<file path="src/rtl/charlie_scan.sv">
// charlie_scan: charlieplex LED matrix scanner for N_PINS tri-state pads.
//
// Walks every (row, col) position of an N_PINS x N_PINS matrix, drives one
// LED at a time for a programmable dwell with PWM brightness, and inserts
// all-tristate blanking before every driven slot so the previous LED cannot
// ghost. The frame shown is held in a display buffer that is only refreshed
// at the start of a frame, so a frame is never torn.
//
// Handshake: frame_in/frame_valid are sampled only in the single LOAD cycle
// at the start of each frame; if frame_valid is high then, frame_in is
// copied into the display buffer, otherwise the old frame repeats.
// frame_ready (registered, so visible one clock after LOAD) marks that a
// sample point has just been taken.
//
// Ports:
//   clk, rst_n    clock, asynchronous active-low reset
//   enable        run scanner; low returns to IDLE (buffer kept)
//   frame_in      candidate frame, bit r*N_PINS+c = LED row r, col c
//   frame_valid   frame_in holds a new frame
//   frame_ready   registered LOAD indication
//   dwell         slot length minus one, in clocks (sampled live)
//   duty          driven clocks per slot (sampled live)
//   skip_dark     fast-skip diagonal and unlit positions (sampled live)
//   frame_start   registered one-cycle pulse marking LOAD
//   pin_out       pad output values
//   pin_oe        pad output enables, 1 = drive
module charlie_scan #(
   parameter int N_PINS       = 8,
   parameter int DWELL_W      = 8,
   parameter int BLANK_CYCLES = 1
) (
   input  logic                       clk,
   input  logic                       rst_n,
   input  logic                       enable,
   input  logic [N_PINS*N_PINS-1:0]   frame_in,
   input  logic                       frame_valid,
   output logic                       frame_ready,
   input  logic [DWELL_W-1:0]         dwell,
   input  logic [DWELL_W-1:0]         duty,
   input  logic                       skip_dark,
   output logic                       frame_start,
   output logic [N_PINS-1:0]          pin_out,
   output logic [N_PINS-1:0]          pin_oe
);

   localparam int NB = N_PINS * N_PINS;
   localparam int IW = $clog2(NB);
   localparam int RW = $clog2(N_PINS);
   localparam int BW = (BLANK_CYCLES > 1) ? $clog2(BLANK_CYCLES) : 1;
   localparam logic [RW-1:0] LAST_RC    = RW'(N_PINS - 1);
   localparam logic [BW-1:0] BLANK_LAST = BW'(BLANK_CYCLES - 1);

   typedef enum logic [1:0] {
      S_IDLE  = 2'd0,
      S_LOAD  = 2'd1,
      S_BLANK = 2'd2,
      S_DRIVE = 2'd3
   } state_t;

   state_t              state_q, state_d;
   logic [NB-1:0]       fb_q, fb_d;
   logic [RW-1:0]       row_q, row_d;
   logic [RW-1:0]       col_q, col_d;
   logic [DWELL_W-1:0]  cnt_q, cnt_d;
   logic [BW-1:0]       bcnt_q, bcnt_d;
   logic [N_PINS-1:0]   pin_out_q, pin_out_d;
   logic [N_PINS-1:0]   pin_oe_q, pin_oe_d;
   logic                frame_ready_q, frame_ready_d;
   logic                frame_start_q, frame_start_d;

   // Separate row/col counters keep the position walk correct for any
   // N_PINS; the flat index is only needed to address the buffer.
   logic [IW-1:0]       idx;
   logic                is_diag;
   logic                led_lit;
   logic                is_dark;
   logic                last_pos;
   logic                step;
   logic                drive;

   assign idx      = IW'(row_q) * IW'(N_PINS) + IW'(col_q);
   assign is_diag  = (row_q == col_q);
   assign led_lit  = fb_q[idx];
   assign is_dark  = is_diag || !led_lit;
   assign last_pos = (row_q == LAST_RC) && (col_q == LAST_RC);

   always_comb begin
      state_d       = state_q;
      fb_d          = fb_q;
      row_d         = row_q;
      col_d         = col_q;
      cnt_d         = cnt_q;
      bcnt_d        = bcnt_q;
      step          = 1'b0;
      drive         = 1'b0;
      pin_oe_d      = '0;
      pin_out_d     = '0;
      frame_ready_d = (state_q == S_LOAD);
      frame_start_d = (state_q == S_LOAD);

      case (state_q)
         S_IDLE: begin
            state_d = S_LOAD;
         end
         S_LOAD: begin
            if (frame_valid) begin
               fb_d = frame_in;
            end
            row_d   = '0;
            col_d   = '0;
            bcnt_d  = '0;
            state_d = S_BLANK;
         end
         S_BLANK: begin
            // The skip decision is made only on the first blank clock of a
            // position, so a skipped position costs exactly one clock.
            if ((bcnt_q == '0) && skip_dark && is_dark) begin
               step = 1'b1;
            end else if (bcnt_q == BLANK_LAST) begin
               cnt_d   = '0;
               state_d = S_DRIVE;
            end else begin
               bcnt_d = bcnt_q + 1'b1;
            end
         end
         S_DRIVE: begin
            drive = (cnt_q < duty) && !is_dark;
            // >= rather than == so a live reduction of dwell below the
            // running count still ends the slot instead of wrapping.
            if (cnt_q >= dwell) begin
               step = 1'b1;
            end else begin
               cnt_d = cnt_q + 1'b1;
            end
         end
         default: begin
            state_d = S_IDLE;
         end
      endcase

      if (step) begin
         if (last_pos) begin
            state_d = S_LOAD;
         end else begin
            state_d = S_BLANK;
            bcnt_d  = '0;
            if (col_q == LAST_RC) begin
               col_d = '0;
               row_d = row_q + 1'b1;
            end else begin
               col_d = col_q + 1'b1;
            end
         end
      end

      if (!enable) begin
         state_d = S_IDLE;
         row_d   = '0;
         col_d   = '0;
         cnt_d   = '0;
         bcnt_d  = '0;
      end

      // Row sources current, column sinks it; everything else floats.
      if (drive) begin
         pin_oe_d[row_q]  = 1'b1;
         pin_oe_d[col_q]  = 1'b1;
         pin_out_d[row_q] = 1'b1;
      end
   end

   always_ff @(posedge clk or negedge rst_n) begin
      if (!rst_n) begin
         state_q       <= S_IDLE;
         fb_q          <= '0;
         row_q         <= '0;
         col_q         <= '0;
         cnt_q         <= '0;
         bcnt_q        <= '0;
         pin_out_q     <= '0;
         pin_oe_q      <= '0;
         frame_ready_q <= 1'b0;
         frame_start_q <= 1'b0;
      end else begin
         state_q       <= state_d;
         fb_q          <= fb_d;
         row_q         <= row_d;
         col_q         <= col_d;
         cnt_q         <= cnt_d;
         bcnt_q        <= bcnt_d;
         pin_out_q     <= pin_out_d;
         pin_oe_q      <= pin_oe_d;
         frame_ready_q <= frame_ready_d;
         frame_start_q <= frame_start_d;
      end
   end

   assign pin_out     = pin_out_q;
   assign pin_oe      = pin_oe_q;
   assign frame_ready = frame_ready_q;
   assign frame_start = frame_start_q;

endmodule

</file>
<file path="config.mk">
export PLATFORM = sky130hd
export DESIGN_NAME = charlie_scan
export DESIGN_NICKNAME = d
export VERILOG_FILES = /design/src/rtl/charlie_scan.sv
export SDC_FILE = /design/constraint.sdc
export NUM_CORES = 1
export LEC_CHECK = 0
export ABC_CLOCK_PERIOD_IN_PS = 2370
export CAP_MARGIN = 20
export CELL_PAD_IN_SITES_DETAIL_PLACEMENT = 1
export CELL_PAD_IN_SITES_GLOBAL_PLACEMENT = 2
export CORE_MARGIN = 3
export CORE_UTILIZATION = 25
export DETAILED_ROUTE_END_ITERATION = 10
export GPL_TIMING_DRIVEN = 0
export PLACE_DENSITY_LB_ADDON = 0.1
export REMOVE_ABC_BUFFERS = 1
export SLEW_MARGIN = 40
export SYNTH_ARGS = -nofsm -noshare
export SYNTH_HDL_FRONTEND = slang
export SYNTH_SLANG_ARGS = --single-unit
</file>
<file path="constraint.sdc">
create_clock -name clk -period 2.37 [get_ports clk]
set_input_delay 0.474 -clock clk [delete_from_list [all_inputs] [get_ports clk]]
set_output_delay 0.474 -clock clk [all_outputs]
set_load 0.03 [all_outputs]
</file>
=== Word-level counts from Yosys, hierarchy flattened ===
Index checks and enable logic that the tools add are counted.

* Register bits after elaboration: 98
* Bits of input ports: 85
* Word-level logic and storage cells: 88

* Add/subtract/negate cells: 5
* Order comparisons: 7
* Equality and inequality tests: 13
* Multiplexer cells: 39
* Bitwise gates (word level): 2
* Reductions and logical operators: 13

{| class="wikitable"
|+ Operator list
! operator !! count
|-
| $mux W8 || 6
|-
| $mux W3 || 10
|-
| $pmux W8 S2 || 1
|-
| $mux W1 || 11
|-
| $mux W2 || 5
|-
| $ne A3 B3 Y1 const B || 3
|-
| $add A8 B1 Y8 const B || 1
|-
| $ge A8 B8 Y1 || 1
|-
| $lt A3 B4 Y1 const B || 2
|-
| $lt A8 B8 Y1 || 1
|-
| $ne A4 B4 Y1 const B || 2
|-
| $or A8 B8 Y8 || 1
|-
| $lt A6 B7 Y1 const B || 1
|-
| $add A3 B1 Y3 const B || 2
|-
| $add A6 B3 Y6 || 1
|-
| $bmux W1 S6 || 1
|-
| $demux W1 S3 || 2
|-
| $eq A3 B3 Y1 const B || 2
|-
| $ge A3 B1 Y1 const B || 2
|-
| $logic_and A1 B1 Y1 || 6
|-
| $pmux W2 S3 || 1
|-
| $ne A5 B1 Y1 const B || 1
|-
| $eq A2 B2 Y1 const B || 2
|-
| $pmux W1 S2 || 2
|-
| other kinds (11) || 12
|}

=== Depth between registers and ports, before layout ===
* Depth after elaboration: 11
* Depth in mapped cells: 12

=== Worst setup path after synthesis ===
No wires, ideal clock.

* Path type: register -> register
* Start: reg col_q[1]
* End: reg state_q[0]
* Data arrival time: 2.271 ns
* Data required time: 2.296 ns
* Setup slack: 0.025 ns
* Cell stages (with the launch flop): 11
* Path through: dfrtp_1 buf_6 mux2_4 a221o_1 a22oi_1 o22ai_1 nor3_2 o21ai_2 buf_6 or3_4 o21ai_2

* Cells in the longest elaborated chain, start to end: 10
* Elaborated cells on any way between the ends: 18

{| class="wikitable"
|+ Ends and longest elaborated chain
! element !! line !! text
|-
| start, declared || 63 || <nowiki>logic [RW-1:0] col_q, col_d;</nowiki>
|-
| start signal, assigned || 188 || <nowiki>col_q <= col_d;</nowiki>
|-
| $add A6 B3 Y6 || 81 || <nowiki>assign idx = IW'(row_q) * IW'(N_PINS) + IW'(col_q);</nowiki>
|-
| $bmux W1 S6 || 83 || <nowiki>assign led_lit = fb_q[idx];</nowiki>
|-
| $mux W1 (not written as such) || 83 ||
|-
| $logic_not A1 Y1 || 84 || <nowiki>assign is_dark = is_diag || !led_lit;</nowiki>
|-
| $logic_or A1 B1 Y1 || 84 ||
|-
| $logic_and A1 B1 Y1 || 117 || <nowiki>if ((bcnt_q == '0) && skip_dark && is_dark) begin</nowiki>
|-
| $mux W1 || 117 ||
|-
| $pmux W1 S2 || 101 || <nowiki>case (state_q)</nowiki>
|-
| $ne A5 B1 Y1 (no source line), or another cell as far along || - ||
|-
| $reduce_and A3 Y1 (no source line) or $mux W2 (tied branches) || - ||
|-
| end signal, assigned || 185 || <nowiki>state_q <= state_d;</nowiki>
|-
| end, declared || 60 || <nowiki>state_t state_q, state_d;</nowiki>
|}

Several ways; a longest one is shown, not always the timed one. The select of a mux whose other input is x is not followed.
A chain may end at the register's enable or synchronous reset.

=== Worst setup path in the final report ===
* Start: reg col_q[1]
* End: reg cnt_q[0]

* Cells in the longest elaborated chain, start to end: 8
* Elaborated cells on any way between the ends: 9

{| class="wikitable"
|+ Ends and longest elaborated chain
! element !! line !! text
|-
| $add A6 B3 Y6 || 81 ||
|-
| $bmux W1 S6 || 83 ||
|-
| $mux W1 (not written as such) || 83 ||
|-
| $logic_not A1 Y1 || 84 ||
|-
| $logic_or A1 B1 Y1 * || 84 ||
|-
| $logic_and A1 B1 Y1 * || 117 ||
|-
| $ne A3 B3 Y1 (no source line) * || - ||
|-
| $reduce_and A4 Y1 (no source line) * || - ||
|-
| end signal, assigned || 189 || <nowiki>cnt_q <= cnt_d;</nowiki>
|-
| end, declared || 64 || <nowiki>logic [DWELL_W-1:0] cnt_q, cnt_d;</nowiki>
|}

Every way passes the cells marked *; elsewhere a longest branch is shown, timed or not. The select of a mux whose other input is x is not followed.

==> metrics.md <==
| Metric | Value |
|---|---|
| Clk sink count | `98` |
| Xor/xnor cell area share of the yosys netlist | `0.00512` |
| Period utilization | `1.12` |
| Max Fclk | `roughly 0.38 GHz` |
| Die area | `~0.022 mm²` |
| Fin crit period | `2.66 ns` |
| Multiplexer area fraction after synthesis | `0.196` |
| TritonCTS Buffers | `9` |
| Setup TNS | `-6.52 ns` |
| Share of layout cells above drive strength 1 | `0.261` |
| Syn Inst Count | `447` |
| Avg Inst Size Synth | `11.5 µm²` |
| Fin area | `slightly above 0.007 mm²` |
| Clk slew on worst S/H paths | `~0.070 ns` |
| Synth Area in Compound Gates | `0.0965` |
| Seq/Total Area, Yosys | `0.478` |
| Worst Tran Pin Value | `0.766 ns` |
| Synthesized cell area | `between 0.005 and 0.006 mm²` |
| Element type at the critical path end | `register` |
| Ys flop type | `dfrtp_1` |
| Cell leakage power | `0.00295 µW` |
| CP max stage delay | `roughly 0.54 ns` |
| Crit path cell chain | `buf_4 > or3b_2 > a21oi_2 > o31ai_1 > nand4_1 > nor3_4 > o21ai_4 > buf_4 > buf_6 > nand2_2 > o32ai_2` |
| Outcome | `finished, violations left` |
| Initial Util | `0.259` |
| HPWL Detailed | `10300 µm` |
| Worst path slowest cell | `dfrtp_4` |
| HP Class | `reg -> reg` |
| Synth warnings | `0` |
| Simple-Gate Fraction of Synth Area | `0.119` |
| Post-synth ARST share | `1.00` |
| Max cap viols | `0` |
| Rel. slew slack | `0.484` |
| Avg Vias per Cell | `4.62` |
| Drt total wl | `15200 µm` |
| Largest family of logic cells by synthesized area | `multiplexers` |
| Grt ovf | `0` |
| Number of remaining DRC errors | `0` |
| Adder-Cell Fraction of Synth Area | `0.0609` |
| Max clock buf depth | `2` |
| RSZ-0062 raised after global routing | `true` |
| # IOs | `103` |
| Nets | `672` |
| Yosys reg bits | `98` |
| IO Port Bufs | `102` |
| Number of synthesized flops with an enable pin | `0` |
| H-tree Lvls | `3` |
| Largest net degree at the start of global routing | `64` |
| Area Overhead vs Synth | `38.4%` |
| Critical path class | `reg -> reg` |
| RD Place Congestion | `0.724` |
| Clk_skew | `0.00809 ns` |
| Critical path launch point type | `register` |
| Failing checks | `setup timing` |
| WP data required | `roughly 2.6 ns` |
| Root Buffer | `clkbuf_16` |
| Most Frequent Cell on Critical Path | `buf_4` |
| Clk_lat worst skew | `roughly 0.35 ns` |
| Die width | `about 150 µm` |
| Routed len/inst | `~18 µm` |
| DR pass1 iterations | `4` |
| FP Rows | `51` |
| CTS tree | `yes` |
| Die height | `149 µm` |
| Final setup violation count | `33` |
| Crit path DAT | `2.91 ns` |
| Slew Viols, Final | `0` |
| Placed instance area | `0.00641 mm²` |
| Total core area | `0.0198 mm²` |
| Number of global-route vias before repair | `about 4.3k` |
| Via count | `a little under 4k` |
| Initial antenna violation count | `0` |
| Crit-path max FO | `8` |
| VDD IR-drop max | `0.349 mV` |
| Pwr per Cell Area | `833 mW/mm²` |
| Routed Antenna Nets | `0` |
| Synth unique cells | `53` |
| Final WS setup | `-0.287 ns` |
| First-pass GRT wire length | `24200 µm` |
| DRT iter0 DRCs | `147` |
| Total GRT Usage | `0.141` |
| Final Hold Vio Count | `0` |
==> layout by cell type, fill, tap and decap left out, types with 3 or more instances in the layout <==
master	netlist	final
nand3b_1	10	10
dfrtp_1	98	95
mux2i_1	18	18
o21ai_1	0	4
o211ai_1	5	5
or2_2	3	3
nand2_1	33	30
nand3_1	13	13
nor2_1	19	15
nand2b_1	6	4
o21ai_0	10	6
a21o_1	6	6
mux4_2	4	4
inv_1	24	24
xnor2_1	3	3
a21oi_1	10	8
o22ai_1	7	6
clkinv_4	0	3
ha_1	25	25
dfrtp_4	0	3
nor3_1	4	4
nor3b_1	5	5
clkbuf_16	0	9
o32ai_1	5	3
a31oi_1	3	3
o31ai_1	3	3
mux2_2	64	64
or3b_2	3	3
clkdlybuf4s50_1	0	99
buf_6	3	10
buf_4	4	12
nand4_1	5	5
a221o_1	3	3
o21a_1	4	3
==> area by class of cell <==
class	instances	area, µm²
multi-input combinational	300	2610
fill	2140	12700
tap	265	332
timing repair buffer	128	1300
sequential	98	2460
antenna	1	2.50
clock inverter	5	63.8
clock buffer	11	243
inverter	25	95.1
==> final timing paths <==
| check | end | cells after the start | slack, ns | start |
|---|---|---|---|---|
| min in group asynchronous | pin_oe[5] | 2 | 0.59 | rst_n |
| worst max register to register | cnt_q[0] | 11 | -0.29 | col_q[1] |
| worst min register to register | fb_q[16] | 1 | 0.50 | fb_q[16] |
| max in group asynchronous | col_q[1] | 3 | 1.17 | rst_n |
| worst max-delay path | cnt_q[0] | 11 | -0.29 | col_q[1] |
| worst min-delay path | fb_q[16] | 1 | 0.50 | fb_q[16] |
==> cells in the mapped netlist (5+ instances only) <==
cell / number / area [µm²]
dfrtp_1: 98 / 2450
mux2_2: 64 / 721
nand2_1: 33 / 124
ha_1: 25 / 313
inv_1: 24 / 90.1
nor2_1: 19 / 71.3
mux2i_1: 18 / 180
nand3_1: 13 / 65.1
clkbuf_1: 12 / 45.0
a21oi_1: 10 / 50.1
nand3b_1: 10 / 75.1
o21ai_0: 10 / 50.1
o22ai_1: 7 / 43.8
a21o_1: 6 / 45.0
nand2b_1: 6 / 37.5
nand4_1: 5 / 31.3
nor3b_1: 5 / 37.5
o211ai_1: 5 / 37.5
o32ai_1: 5 / 43.8
==> state kept, by name, indices dropped and copies added, names as in the netlist <==
name,flops
fb_q,64
cnt_q,8
pin_oe,8
pin_out,8
col_q,3
row_q,3
state_q,2
bcnt_q,1
frame_start,1
==> where the power goes <==
part	switching, µW	leakage (µW)	internal, µW
clock	677	0.000146	854
combinational	767	0.00158	1060
sequential	305	0.00122	2260
total	1750	0.00295	4170
==> through the flow <==
step | hold slack [ns] | util | std cells | setup WS, ns | total power [µW]
2_1_floorplan | 0.178 | - | 422 | -0.551 | 3700
3_3_place_gp | 0.482 | 0.320 | 789 | -3.22 | 4230
3_5_place_dp | 0.377 | 0.323 | 791 | -1.16 | 4310
4_1_cts | 0.505 | 0.355 | 827 | -0.268 | 6000
5_1_grt | 0.516 | 0.358 | 832 | -0.410 | 6300
6_report | 0.502 | 0.358 | 833 | -0.287 | 5920
==> what timing repair did <==
| item | in CTS | in global routing |
|---|---|---|
| hold buffers | 1 | 0 |
| gates resized for setup | 33 | 10 |
| gates cloned | 1 | 0 |
| hold endpoints to repair | 10 | 0 |
| setup buffers | 18 | 5 |
| pin swaps | 11 | 2 |
| endpoints found under the setup margin | 33 | 33 |
==> layer usage <==
layer | vias to the layer above | GRT usage | part of all wire
met3 | 13 | 0.0389 | 0.037
met4 | 0 | 0.0275 | 0.0093
met5 | - | 0 | 0
met2 | 62 | 0.241 | 0.50
li1 | 1841 | - | -
met1 | 1931 | 0.180 | 0.46
==> worst max-delay path: cells and delay by family (launching register included) <==
kind            cells  cell delay [ns]
simple gates        4             0.79
compound gates      4             0.79
flops               1             0.54
buf+inv             3             0.45
==> logic make-up (layout without fill, tap and decap cells) <==
| logic type | after synthesis | in the layout |
|---|---|---|
| simple gates | 114 | 114 |
| flops | 98 | 98 |
| mux | 87 | 87 |
| compound gates | 70 | 71 |
| buf+inv | 50 | 169 |
| fa+ha+maj | 25 | 25 |
| xor+xnor | 3 | 3 |
| other cells | 0 | 1 |
Power figures use the tool's default switching activity.
